$ cat config.mk
export PLATFORM = sky130hd
export DESIGN_NAME = ab_butterfly_seq
export DESIGN_NICKNAME = d
export VERILOG_FILES = /design/src/rtl/ab_butterfly_seq.sv
export SDC_FILE = /design/constraint.sdc
export NUM_CORES = 1
export LEC_CHECK = 0
export ABC_AREA = 1
export BUFFER_PORTS_ARGS = -buffer_cell sky130_fd_sc_hd__clkbuf_2
export CORE_MARGIN = 1.5
export CORE_UTILIZATION = 38
export DETAILED_ROUTE_END_ITERATION = 16
export PLACE_DENSITY = 0.75
export SETUP_SLACK_MARGIN = 0.3
export SLEW_MARGIN = 20
export SYNTH_ARGS = -nofsm -noshare
export SYNTH_HDL_FRONTEND = slang
export SYNTH_SLANG_ARGS = --single-unit
$ cat constraint.sdc
create_clock -name clk -period 3.2 [get_ports clk]
set_input_delay 0.48 -clock clk [delete_from_list [all_inputs] [get_ports clk]]
set_output_delay 0.48 -clock clk [all_outputs]
set_load 0.05 [all_outputs]
$ cat src/rtl/ab_butterfly_seq.sv
// Butterfly sequencer for a shared-address RAM_A/RAM_B pair: A[i] <= A[i]+B[i], B[i] <= A[i]-B[i]
// over an address window, with host pass-through access to the RAM nets while idle.
module ab_butterfly_seq #(
    parameter int ADDR_W = 4,
    parameter int DATA_W = 16,
    parameter int RD_LAT = 1
) (
    input  logic              clk,
    input  logic              rst,
    input  logic              start,
    input  logic [ADDR_W-1:0] base,
    input  logic [ADDR_W:0]   len,
    output logic              busy,
    output logic              done,
    output logic              ovf,
    input  logic [ADDR_W-1:0] host_addr,
    input  logic              host_we,
    input  logic [DATA_W-1:0] host_din_A,
    input  logic [DATA_W-1:0] host_din_B,
    output logic              host_gnt,
    output logic [ADDR_W-1:0] ram_addr,
    output logic              ram_we,
    output logic [DATA_W-1:0] ram_din_A,
    output logic [DATA_W-1:0] ram_din_B,
    input  logic [DATA_W-1:0] ram_dout_A,
    input  logic [DATA_W-1:0] ram_dout_B
);

    localparam int WC_W = (RD_LAT > 1) ? $clog2(RD_LAT) : 1;

    typedef enum logic [2:0] {S_IDLE, S_RD, S_WAIT, S_WR, S_DONE} state_t;

    state_t                   state_q, state_d;
    logic [ADDR_W-1:0]        ptr_q, ptr_d;
    logic [ADDR_W:0]          cnt_q, cnt_d;
    logic [WC_W-1:0]          wcnt_q, wcnt_d;
    logic                     ovf_q, ovf_d;
    logic                     cap;
    logic signed [DATA_W-1:0] a_q, b_q;
    logic signed [DATA_W:0]   sum_ext, dif_ext;

    // A signed result overflows DATA_W when its two top bits of the extended form disagree.
    function automatic logic sgn_ovf(input logic signed [DATA_W:0] r);
        return r[DATA_W] ^ r[DATA_W-1];
    endfunction

    always_comb begin
        sum_ext = {a_q[DATA_W-1], a_q} + {b_q[DATA_W-1], b_q};
        dif_ext = {a_q[DATA_W-1], a_q} - {b_q[DATA_W-1], b_q};
    end

    always_comb begin
        state_d = state_q;
        ptr_d   = ptr_q;
        cnt_d   = cnt_q;
        wcnt_d  = wcnt_q;
        ovf_d   = ovf_q;
        cap     = 1'b0;
        case (state_q)
            S_IDLE: begin
                if (start) begin
                    ovf_d = 1'b0;
                    if (len != '0) begin
                        ptr_d   = base;
                        cnt_d   = len;
                        state_d = S_RD;
                    end else begin
                        state_d = S_DONE;
                    end
                end
            end
            S_RD: begin
                wcnt_d  = WC_W'(RD_LAT - 1);
                state_d = S_WAIT;
            end
            S_WAIT: begin
                if (wcnt_q == '0) begin
                    cap     = 1'b1;
                    state_d = S_WR;
                end else begin
                    wcnt_d = wcnt_q - WC_W'(1);
                end
            end
            S_WR: begin
                ovf_d   = ovf_q | sgn_ovf(sum_ext) | sgn_ovf(dif_ext);
                ptr_d   = ptr_q + ADDR_W'(1);
                cnt_d   = cnt_q - (ADDR_W + 1)'(1);
                state_d = (cnt_q != (ADDR_W + 1)'(1)) ? S_RD : S_DONE;
            end
            S_DONE:  state_d = S_IDLE;
            default: state_d = S_IDLE;
        endcase
    end

    always_ff @(posedge clk) begin
        if (!rst) begin
            state_q <= S_IDLE;
            ptr_q   <= '0;
            cnt_q   <= '0;
            wcnt_q  <= '0;
            ovf_q   <= 1'b0;
        end else begin
            state_q <= state_d;
            ptr_q   <= ptr_d;
            cnt_q   <= cnt_d;
            wcnt_q  <= wcnt_d;
            ovf_q   <= ovf_d;
        end
    end

    // Operand capture is pure data and needs no reset.
    always_ff @(posedge clk) begin
        if (cap) begin
            a_q <= ram_dout_A;
            b_q <= ram_dout_B;
        end
    end

    assign busy     = (state_q == S_RD) || (state_q == S_WAIT) || (state_q == S_WR);
    assign done     = (state_q == S_DONE);
    assign ovf      = ovf_q;
    assign host_gnt = !busy;

    always_comb begin
        if (busy) begin
            ram_addr  = ptr_q;
            ram_we    = (state_q == S_WR);
            ram_din_A = sum_ext[DATA_W-1:0];
            ram_din_B = dif_ext[DATA_W-1:0];
        end else begin
            ram_addr  = host_addr;
            ram_we    = host_we;
            ram_din_A = host_din_A;
            ram_din_B = host_din_B;
        end
    end

endmodule

## After elaboration in Yosys (flattened, before gate mapping)

Index checks and enable logic that the tools add are counted.

| word-level totals | value |
|---|---|
| flip-flop bits (word level) | 46 |
| output and inout bits | 41 |

| cells by class | value |
|---|---|
| bitwise logic cells | 4 |
| $add $sub $neg | 5 |
| reductions and logical operators | 10 |
| multiplexer cells | 21 |
| eq/ne operators | 8 |

Operators with widths:

| cell | number |
|---|---|
| 16-bit two-way mux | 2 |
| 16-bit by 16-bit adder with 17-bit output | 1 |
| 16-bit by 16-bit subtractor with 17-bit output | 1 |
| 3-bit two-way mux | 4 |
| 4-bit two-way mux | 3 |
| 3-bit one-hot mux with 4 select lines | 1 |
| 5-bit two-way mux | 2 |
| 5-bit one-hot mux with 2 select lines | 1 |
| 4-bit one-hot mux with 2 select lines | 1 |
| 3-bit by 2-bit equality test with 1-bit output, second input constant | 2 |
| 2-bit inequality test, second input constant | 3 |
| 1-bit two-way mux | 5 |
| 5-bit by 1-bit inequality test with 1-bit output, second input constant | 1 |
| 5-bit nonzero test | 1 |
| 5-bit by 1-bit subtractor with 5-bit output, second input constant | 1 |
| 4-bit by 1-bit adder with 4-bit output, second input constant | 1 |
| 1-bit one-hot mux with 2 select lines | 2 |
| 2-bit AND reduction | 2 |
| 2-bit nonzero test | 2 |
| 3-bit by 1-bit equality test with 1-bit output, second input constant | 1 |
| 3-bit equality test, second input constant | 1 |
| 3-bit logical NOT | 1 |
| 3-bit AND reduction | 1 |
| 1-bit logical OR | 2 |
| other kinds (4) | 6 |

## Longest topological paths before layout

Gate-level depths: netlist of run 1.

| logic depth | value |
|---|---|
| word-level depth | 5 |
| gate-level depth with buffers | 17 |

## Worst setup path after synthesis of run 1

Ideal clock, no wire load.

| timing path | value |
|---|---|
| path type | register to register |
| start point | reg state_q[2] |
| end point | reg a_q[0] (enable) |
| path slack | -0.130 ns |
| data arrival time | 2.860 ns |
| path buffers | 0 |
| cell stages (with the launch flop) | 2 |
| path through | dfxtp_1 -> nor3b_1 |

| between the ends | value |
|---|---|
| word-level cells in the longest chain between the ends | 2 |

Ends and longest elaborated chain:

| item | RTL line | RTL |
|---|---|---|
| from (decl) | 33 | `state_t state_q, state_d;` |
| from (signal assigned) | 103 | `state_q <= state_d;` |
| 3-bit by 2-bit equality test with 1-bit output | 59 | `case (state_q)` |
| 1-bit two-way mux | 59 |  |
| to (signal assigned) | 114 | `a_q <= ram_dout_A;` |
| to (decl) | 39 | `logic signed [DATA_W-1:0] a_q, b_q;` |

Every way passes these cells.
A chain may end at the register's enable or synchronous reset.

## Worst setup path after layout of run 1

| timing path | value |
|---|---|
| start point | reg b_q[0] |
| end point | out ram_din_A[14] |

| between the ends | value |
|---|---|
| word-level cells in the longest chain between the ends | 2 |

Ends and longest elaborated chain:

| item | RTL line | RTL |
|---|---|---|
| from (decl) | 39 |  |
| from (signal assigned) | 115 | `b_q <= ram_dout_B;` |
| 16-bit by 16-bit adder with 17-bit output | 48 | `sum_ext = {a_q[DATA_W-1], a_q} + {b_q[DATA_W-1], b_q};` |
| 16-bit two-way mux | 125 | `if (busy) begin` |
| to (decl) | 23 | `output logic [DATA_W-1:0] ram_din_A,` |

Every way passes these cells.

==> metrics.md, run 1 <==
| Metric | Value |
|---|---|
| Total CTS buffers | `5` |
| Initial antenna violation count | `0` |
| Standby leakage power | `2.58 nW` |
| Worst hold start | `ram_dout_A[0]` |
| Final ANT Viol Nets | `0` |
| Slowest Stage Delay on Critical Path | `0.39 ns` |
| Final Cell Area | `5110 um^2` |
| Crit-path cells | `ha_1 > inv_2 > fa_2 > nor2_2 > nand2_1 > nand2_2 > nand2_1 > nand2_2 > nand2_2 > inv_2 > nand2_2 > nand3_2 > nand2_1 > nand3_2 > nand2_2 > buf_8` |
| CTS tree | `yes` |
| Setup TNS | `0 ns` |
| Post-Layout Cell Count | `845` |
| Max Cap Viol | `0` |
| Wire length of the first global-routing pass | `16.1 mm` |
| Peak supply drop | `0.000294 V` |
| Wire per inst | `12.2 um` |
| Vias in the first global route | `3493` |
| Pre-Repair DR Iteration Count | `5` |
| Post-Syn Instances | `590` |
| Syn_nets | `708` |
| Reg clk slew, reported paths | `0.08 ns` |
| Mapped Area | `4030 um^2` |
| Core area | `10300 um^2` |
| Hpwl dp | `8.15 mm` |
| Hold buffers post-CTS | `0` |
| Fmax | `0.355 GHz` |
| Slew margin rel. | `56.0%` |
| Worst min-delay path category | `in -> reg` |
| Placed Instances | `831` |
| Crit path kind | `reg -> out` |
| Slew @ Worst Pin | `0.658 ns` |
| Ports | `122` |
| Clk root buf | `clkbuf_8` |
| DR vias/cell | `4.75` |
| Slowest CP cell | `fa_2` |
| Die area | `11200 um^2` |
| Post-synth cell types | `40` |
| Critical Path Start Type | `flip-flop` |
| Wire length on met2 | `4.67 mm` |
| Die Wd | `106 um` |
| Final Net Count | `826` |
| Row cnt | `37` |
| Crit path arrival time | `2.33 ns` |
| Final min period | `2.81 ns` |
| Remaining DRCs | `0` |
| Cell taking the most area after synthesis | `edfxtp_1` |
| Gr usage total | `17.9%` |
| Final slew viol count | `0` |
| Sequential fraction of the synthesis area | `30.3%` |
| # diodes | `0` |
| Pwr dens | `491 nW/um^2` |
| H-tree depth | `2` |
| WL met3 | `651 um` |
| Status | `finished clean` |
| Final setup violating endpoints | `0` |
| DRT Wirelength | `10.3 mm` |
| Via count | `4010` |
| Final Hold Viols | `0` |
| Clock latency on the worst-skew pair | `0.30 ns` |
| Area contributors post-synth | `edfxtp_1 24%, nand2_1 17%, ha_1 11%, inv_1 7.1%, dfxtp_1 6.5%` |
| Fill count | `1037` |
| Final period util | `87.9%` |
| WL met1 | `4.93 mm` |
| Synth top area share | `23.9%` |
| Die height | `106 um` |
| CTS max path bufs | `2` |
| Critical Path Sink Type | `primary output` |
| CP bufs+invs | `3` |
| IO buf count | `121` |
| Fin Hold WS | `0.359 ns` |
| Clock sink count | `45` |
| Crit path max-delay family | `simple AND/OR/NAND/NOR gates` |
| Mapped Avg Cell Area | `6.83 um^2` |
| Required time of the critical path | `2.72 ns` |
| Max layer used | `met4` |
| R2r startpoint | `a_q[0]` |
| Routability cong. | `0.921` |
| Setup crit start | `b_q[0]` |
| RSZ-0062 raised after global routing | `yes` |
| Layout cells sized above 1 | `30.9%` |
| Most frequent CP cell | `nand2_2` |
| Grt total ovfl | `0` |
| Largest net degree at the start of global routing | `37` |
| Synth Register Bits | `45` |
| Crit Path Max Fanout | `3` |
| Initial core utilization | `39.0%` |
| Placed inst area | `4720 um^2` |
| Initial DRC Count | `222` |
| Layout Skew | `0.0107 ns` |
| Syn. warnings | `0` |
| Area Growth Syn to Fin | `27.0%` |
[cell usage after synthesis, drive strengths merged]
cell type	count
a31oi	8
nor3b	1
dfxtp	13
nor3	7
o21bai	8
xnor2	4
edfxtp	32
clkinv	1
or2	4
o21ai	47
buf	16
inv	88
and2	1
a21o	1
nor2	56
a21oi	39
ha	35
clkbuf	3
xor2	4
a21boi	1
nand3	31
nand2	183
o31ai	2
nand3b	1
nand4	2
fa	2
[repair_timing]
action | CTS | global route
resized for setup | 9 | 72
endpoints found under the setup margin | 7 | 22
hold endpoints to repair | 0 | 0
pin swaps | 0 | 13
setup buffers | 1 | 5
[routing by layer]
layer,track usage (%),vias up
met5,0,-
met4,3.47,0
met3,2.58,7
met2,28.7,128
met1,25.8,1758
li1,-,2117
[power by group]
group	internal, mW	total (mW)	switching [mW]
clock	0.199	0.386	0.187
sequential	0.684	0.727	0.0436
combinational	0.418	1.40	0.979
[path summary, 6_finish.rpt]
check	end	slack, ns	cells after the start
hold / removal	a_q[0]	0.36	1
setup reg to reg	ovf	1.12	15
setup / recovery	ram_din_A[14]	0.39	16
hold reg to reg	cnt_q[1]	0.51	2
[state kept, by name, indices dropped and copies added (netlist names)]
register,count
ovf,1
state_q,3
a_q,16
ptr_q,4
cnt_q,5
b_q,16
[cell usage in the layout (no fill, tap or decap), types with 9 or more instances in the layout]
cell type  count
nand2_1      168
clkbuf_2     107
inv_1         70
nor2_1        45
edfxtp_1      32
a21oi_1       29
nand3_1       29
o21ai_0       28
ha_1          22
inv_2         18
o21ai_1       16
nand2_2       14
dfxtp_1       13
buf_4         10
a21oi_2        9
[layout make-up]
| class | count | area [um^2] | area share [%] |
|---|---|---|---|
| clock buffer | 7 | 96.3 | 1.88 |
| clock inverter | 1 | 8.76 | 0.171 |
| inverter | 89 | 334 | 6.53 |
| multi-input combinational | 437 | 2560 | 50.0 |
| sequential | 45 | 1220 | 23.9 |
| tap | 136 | 170 | 3.33 |
| timing repair buffer | 130 | 728 | 14.2 |
[stage by stage]
step	worst slack (ns)	total power, mW	util, %
finish	0.386	2.51	49.5
global placement	0.555	2.02	45.8
floorplan	0.309	1.74	-
global route	0.210	2.68	49.5
CTS	0.277	2.44	47.1
detailed placement	0.526	2.03	45.8
[cell families after synthesis]
group	synth area share, %
AOI/OAI and AO/OA	15.2
xor gates and xnor gates	1.74
adders and majority gates	11.9
buffers and inverters	11.2
DFF	30.3
and+or+nand+nor	29.7
Note: power is estimated with default switching activity, not from simulation.
==> inputs of run 2 (changes only) <==
--- a/config.mk
+++ b/config.mk
@@ -6,7 +6,7 @@
 export NUM_CORES = 1
 export LEC_CHECK = 0
 export ABC_AREA = 1
-export BUFFER_PORTS_ARGS = -buffer_cell sky130_fd_sc_hd__clkbuf_2
+export BUFFER_PORTS_ARGS = -buffer_cell sky130_fd_sc_hd__buf_2
 export CORE_MARGIN = 1.5
 export CORE_UTILIZATION = 38
 export DETAILED_ROUTE_END_ITERATION = 16
==> metrics.md, run 2 (synthesis gave the netlist of run 1 again) <==
| Metric | Value |
|---|---|
| Initial DRC Count | `187 (-16%)` |
| H-tree depth | `2 (unchanged)` |
| Row cnt | `37 (unchanged)` |
| Area Growth Syn to Fin | `25.9%` |
| # diodes | `0 (unchanged)` |
| CP bufs+invs | `3 (unchanged)` |
| Final slew viol count | `0 (unchanged)` |
| Wire length of the first global-routing pass | `16.3 mm (+1.4%)` |
| Crit-path cells | `inv_1 > ha_2 > inv_2 > fa_2 > nand2_1 > nand2_1 > and2_4 > nand2_4 > nand2_4 > a21oi_2 > xor2_1 > nand2_1 > nand2_1 > buf_6` |
| Die Wd | `106 um (unchanged)` |
| Standby leakage power | `2.55 nW (-1.3%)` |
| Clk root buf | `clkbuf_8` |
| Clock sink count | `45 (unchanged)` |
| Final Total Pwr | `2.47 mW (-1.7%)` |
| Crit Path Max Fanout | `3 (unchanged)` |
| WL met3 | `742 um (+14%)` |
| CTS tree | `yes` |
| Die height | `106 um (unchanged)` |
| Final min period | `2.81 ns (-0.00401 ns)` |
| Layout Skew | `0.0116 ns (+0.000849 ns)` |
| Final Hold Viols | `0 (unchanged)` |
| Gr usage total | `18.3% (+0.36 points)` |
| Crit path arrival time | `2.33 ns (about the same)` |
| Clock latency on the worst-skew pair | `0.30 ns (about the same)` |
| Fmax | `0.356 GHz (+0.14%)` |
| Slowest Stage Delay on Critical Path | `0.39 ns (about the same)` |
| Final period util | `87.8% (-0.13 points)` |
| IO buf count | `121 (unchanged)` |
| Placed Instances | `831 (unchanged)` |
| Largest regs | `a_q: 16 flops, b_q: 16 flops, cnt_q: 5 flops` |
| Commonest non-fill, non-tap cell in the layout | `nand2_1` |
| Total CTS buffers | `5 (unchanged)` |
| Required time of the critical path | `2.72 ns (about the same)` |
| Critical Path Sink Type | `primary output` |
| Core area | `10300 um^2 (unchanged)` |
| Final setup violating endpoints | `0 (unchanged)` |
| Remaining DRCs | `0 (unchanged)` |
| Initial antenna violation count | `0 (unchanged)` |
| Critical Path Start Type | `flip-flop` |
| Largest net degree at the start of global routing | `40 (+8.1%)` |
| Routability cong. | `0.920 (-0.11%)` |
| Setup TNS | `0 ns (unchanged)` |
| Vias in the first global route | `3601 (+3.1%)` |
| Peak supply drop | `0.000290 V (-1.6%)` |
| Status | `finished clean` |
| Crit path kind | `reg -> out` |
| Hold buffers post-CTS | `0 (unchanged)` |
| Initial core utilization | `39.0% (unchanged)` |
| Slew margin rel. | `59.6% (+3.6 points)` |
| Slack of the critical path | `0.390 ns (+0.00401 ns)` |
| WL met1 | `4.89 mm (-0.83%)` |
| Post-Layout Cell Count | `843 (-0.24%)` |
| Via count | `3977 (-0.82%)` |
| Slew @ Worst Pin | `0.605 ns (-0.0535 ns)` |
| Place WS | `0.534 ns (+0.00773 ns)` |
| Wire per inst | `12.2 um (-0.45%)` |
| DR vias/cell | `4.72 (-0.59%)` |
| CTS max path bufs | `2 (unchanged)` |
| Die area | `11200 um^2 (unchanged)` |
| Layout cells sized above 1 | `29.7% (-1.2 points)` |
| Most frequent CP cell | `nand2_1` |
| Hpwl dp | `8.15 mm (about the same)` |
| RSZ-0062 raised after global routing | `yes` |
| Final ANT Viol Nets | `0 (unchanged)` |
| Crit path max-delay family | `adder cells` |
| DRT Wirelength | `10.3 mm (-0.69%)` |
| Max Cap Viol | `0 (unchanged)` |
| Placed inst area | `4720 um^2 (unchanged)` |
| Pre-Repair DR Iteration Count | `6 (+1)` |
| Max layer used | `met4` |
| Ports | `122 (unchanged)` |
| Reg clk slew, reported paths | `0.08 ns (about the same)` |
| Grt total ovfl | `0 (unchanged)` |
| Final Cell Area | `5070 um^2 (-0.88%)` |
| Most frequent cells in the layout | `173 x nand2_1, 111 x buf_2, 71 x inv_1` |
| Slowest CP cell | `edfxtp_1` |
| Worst min-delay path category | `in -> reg` |
| Final Net Count | `824 (-0.24%)` |
| Pwr dens | `487 nW/um^2 (-0.78%)` |
| Wire length on met2 | `4.55 mm (-2.6%)` |
-- run 2: changes by cell type in the layout (fill, tap and decap cells not counted), moves of 2 or more --
| cell | previous run | this run |
|---|---|---|
| a21oi_1 | 29 | 27 |
| nor2_1 | 45 | 47 |
| nor2_2 | 8 | 6 |
| buf_2 | 4 | 111 |
| nand2_2 | 14 | 8 |
| nand2_1 | 168 | 173 |
| buf_8 | 2 | 0 |
| inv_2 | 18 | 16 |
| a21oi_2 | 9 | 11 |
| clkbuf_2 | 107 | 0 |
-- run 2: timing repair --
item	4_1_cts	5_1_grt
gates resized for setup	5	58
pin swaps	0	11
setup buffers	0	4
setup endpoints to repair	4	21
gates cloned	0	0
-- run 2: layout make-up --
cell class                 count  area [um^2]
fill                        1047         5250
multi-input combinational    437         2540
sequential                    45         1220
timing repair buffer         128          702
inverter                      89          337
tap                          136          170
clock buffer                   6         82.6
clock inverter                 2         13.8
-- run 2: through the flow --
stage                     utilization [%]  hold slack (ns)
after floorplan                         -            0.466
after global placement               45.8            0.497
after detailed placement             45.8            0.493
after CTS                            46.8            0.344
after global routing                 49.1            0.338
final                                49.1            0.356
-- run 2: final timing paths --
check                                   start             to  slack, ns  cells after the start
worst max register to register         a_q[0]            ovf       1.00                     16
worst min-delay path            ram_dout_B[2]         b_q[2]       0.36                      1
worst min register to register       cnt_q[1]       cnt_q[1]       0.50                      2
worst max-delay path                   a_q[0]  ram_din_B[12]       0.39                     14
-- run 2: where the power goes --
part	internal [mW]	total, mW	switching [mW]
clock	0.175	0.361	0.186
combinational	0.409	1.38	0.974
sequential	0.684	0.726	0.0422
total	1.27	2.47	1.20
-- run 2: routing by layer --
layer,track usage (%),vias to the layer above
li1,-,2116
met1,25.3,1722
met2,29.8,134
met3,2.82,5
met4,4.83,0
met5,0,-
-- run 2: worst register-to-register path, delay by kind of cell, from the launching register on --
kind                       cells  cell delay, ns
buffers and inverters          3            0.27
adders and majority gates      2            0.54
DFF                            1            0.39
and+or+nand+nor               11            0.91
==> inputs of run 3 (changes only) <==
--- a/config.mk
+++ b/config.mk
@@ -6,7 +6,7 @@
 export NUM_CORES = 1
 export LEC_CHECK = 0
 export ABC_AREA = 1
-export BUFFER_PORTS_ARGS = -buffer_cell sky130_fd_sc_hd__buf_2
+export BUFFER_PORTS_ARGS = -buffer_cell sky130_fd_sc_hd__buf_4
 export CORE_MARGIN = 1.5
 export CORE_UTILIZATION = 38
 export DETAILED_ROUTE_END_ITERATION = 16
==> metrics.md, run 3 (synthesis gave the netlist of run 1 again) <==
| Metric | Value |
|---|---|
| Die height | `106 um (unchanged)` |
| Clock sink count | `45 (unchanged)` |
| Die area | `11200 um^2 (unchanged)` |
| Final ANT Viol Nets | `0 (unchanged)` |
| Hold buffers post-CTS | `0 (unchanged)` |
| Final setup violating endpoints | `0 (unchanged)` |
| Slack of the critical path | `0.305 ns (-0.0857 ns)` |
| Initial DRC Count | `295 (+58%)` |
| Crit Path Max Fanout | `3 (unchanged)` |
| Critical Path Start Type | `flip-flop` |
| Final core occ | `52.6% (+3.5 points)` |
| Commonest non-fill, non-tap cell in the layout | `nand2_1` |
| RSZ-0062 raised after global routing | `yes` |
| H-tree depth | `2 (unchanged)` |
| Peak supply drop | `0.000298 V (+2.9%)` |
| R2r setup slk | `0.93 ns (-0.07 ns)` |
| CTS max path bufs | `2 (unchanged)` |
| Status | `finished clean` |
| CP bufs+invs | `3 (unchanged)` |
| Placed inst area | `5030 um^2 (+6.4%)` |
| Layout cells sized above 1 | `31.7% (+1.9 points)` |
| Hpwl dp | `9.16 mm (+12%)` |
| Wire per inst | `14.0 um (+15%)` |
| DRT Wirelength | `11.9 mm (+16%)` |
| CTS tree | `yes` |
| Ports | `122 (unchanged)` |
| Pre-Repair DR Iteration Count | `5 (-1)` |
| Place WS | `0.552 ns (+0.0182 ns)` |
| Final Net Count | `831 (+0.85%)` |
| Final Cell Area | `5430 um^2 (+7.2%)` |
| IO buf count | `121 (unchanged)` |
| Initial antenna violation count | `0 (unchanged)` |
| Final Hold Viols | `0 (unchanged)` |
| Clock latency on the worst-skew pair | `0.31 ns (about the same)` |
| Clk root buf | `clkbuf_8` |
| Met2 usage | `36.0% (+6.2 points)` |
| Via count | `4260 (+7.1%)` |
| Required time of the critical path | `2.72 ns (about the same)` |
| Row cnt | `37 (unchanged)` |
| Worst min-delay path category | `in -> reg` |
| Most frequent cells in the layout | `166 x nand2_1, 129 x buf_4, 71 x inv_1` |
| Crit-path cells | `inv_1 > ha_1 > inv_2 > fa_2 > nand2_1 > nand2_1 > and2_4 > nand2_1 > nand2_2 > a21oi_2 > xor2_1 > nand2_1 > nand2_1 > buf_6` |
| Most frequent CP cell | `nand2_1` |
| Crit path kind | `reg -> out` |
| DR vias/cell | `5.01 (+6.2%)` |
| Reg clk slew, reported paths | `0.10 ns (+0.02 ns)` |
| Core area | `10300 um^2 (unchanged)` |
| Slew margin rel. | `56.5% (-3.1 points)` |
| Final slew viol count | `0 (unchanged)` |
| Setup TNS | `0 ns (unchanged)` |
| Grt total ovfl | `0 (unchanged)` |
| Standby leakage power | `2.67 nW (+5.0%)` |
| Slowest Stage Delay on Critical Path | `0.41 ns (+0.02 ns)` |
| Area Growth Syn to Fin | `34.9%` |
| Gr usage total | `21.0% (+2.7 points)` |
| Fmax | `0.345 GHz (-3.0%)` |
| Largest regs | `a_q: 16 flops, b_q: 16 flops, cnt_q: 5 flops` |
| Pwr dens | `483 nW/um^2 (-0.79%)` |
| GR met3 Demand/Resource | `2.58% (-0.25 points)` |
| # diodes | `0 (unchanged)` |
| Largest net degree at the start of global routing | `27 (-33%)` |
| Critical Path Sink Type | `primary output` |
| Layout Skew | `0.0118 ns (+0.000267 ns)` |
| Fin Hold WS | `0.335 ns (-0.0211 ns)` |
| Slew @ Worst Pin | `0.652 ns (+0.0466 ns)` |
| Crit path max-delay family | `simple AND/OR/NAND/NOR gates` |
| Remaining DRCs | `0 (unchanged)` |
| Crit path arrival time | `2.42 ns (+0.09 ns)` |
| Final min period | `2.90 ns (+0.0857 ns)` |
| Fill count | `1012 (-3.3%)` |
| Global routing's busiest layer | `met2` |
| Routability cong. | `0.843 (-8.4%)` |
| Max Cap Viol | `0 (unchanged)` |
| Vias in the first global route | `4090 (+14%)` |
| Total CTS buffers | `5 (unchanged)` |
| GR Layer Usage met1 | `28.1% (+2.9 points)` |
| Wire length of the first global-routing pass | `18.8 mm (+15%)` |
| Initial core utilization | `39.0% (unchanged)` |
| Final period util | `90.5% (+2.7 points)` |
| Slowest CP cell | `edfxtp_1` |
| Die Wd | `106 um (unchanged)` |
## run 3: changes by cell type in the layout (fill, tap and decap cells not counted), moves of 2 or more
cell	previous run	this run
nand2_2	8	16
nand2_1	173	166
nand3_2	1	3
clkbuf_4	3	0
buf_2	111	0
inv_4	1	3
buf_4	9	129
nand3_1	30	28
## run 3: final timing paths
check,from,end,depth (start not counted)
setup / recovery,a_q[0],ram_din_B[12],14
hold / removal,ram_dout_B[6],b_q[6],1
setup reg to reg,a_q[0],ovf,16
hold reg to reg,ptr_q[0],ptr_q[0],2
## run 3: layer usage
metal | vias up | share of wire [%]
li1 | 2131 | -
met1 | 1954 | 45
met2 | 164 | 47
met3 | 11 | 6.1
met4 | 0 | 1.4
met5 | - | 0
## run 3: metrics by stage
step	power (mW)	cells
final	2.63	850
after floorplan	1.74	590
after global routing	2.80	850
after global placement	2.13	831
after CTS	2.54	840
after detailed placement	2.16	831
## run 3: report_power, final
part	internal [mW]	leakage [nW]	switching [mW]
clock network	0.159	0.0491	0.220
logic	0.507	2.23	1.01
registers	0.684	0.399	0.0438
## run 3: repair_timing
| item | CTS | global route |
|---|---|---|
| pin swaps | 0 | 16 |
| endpoints found under the setup margin | 6 | 17 |
| buffers inserted | 1 | 10 |
| resized for setup | 6 | 55 |
## run 3: cell type report
| class | count | area (um^2) | area share (%) |
|---|---|---|---|
| flip-flops and latches | 45 | 1220 | 22.5 |
| multi-input cells | 437 | 2570 | 47.4 |
| inverters | 89 | 339 | 6.24 |
| clock buffers | 5 | 68.8 | 1.27 |
| well taps | 136 | 170 | 3.13 |
| clock inverters | 3 | 23.8 | 0.437 |
| repair buffers | 135 | 1040 | 19.1 |
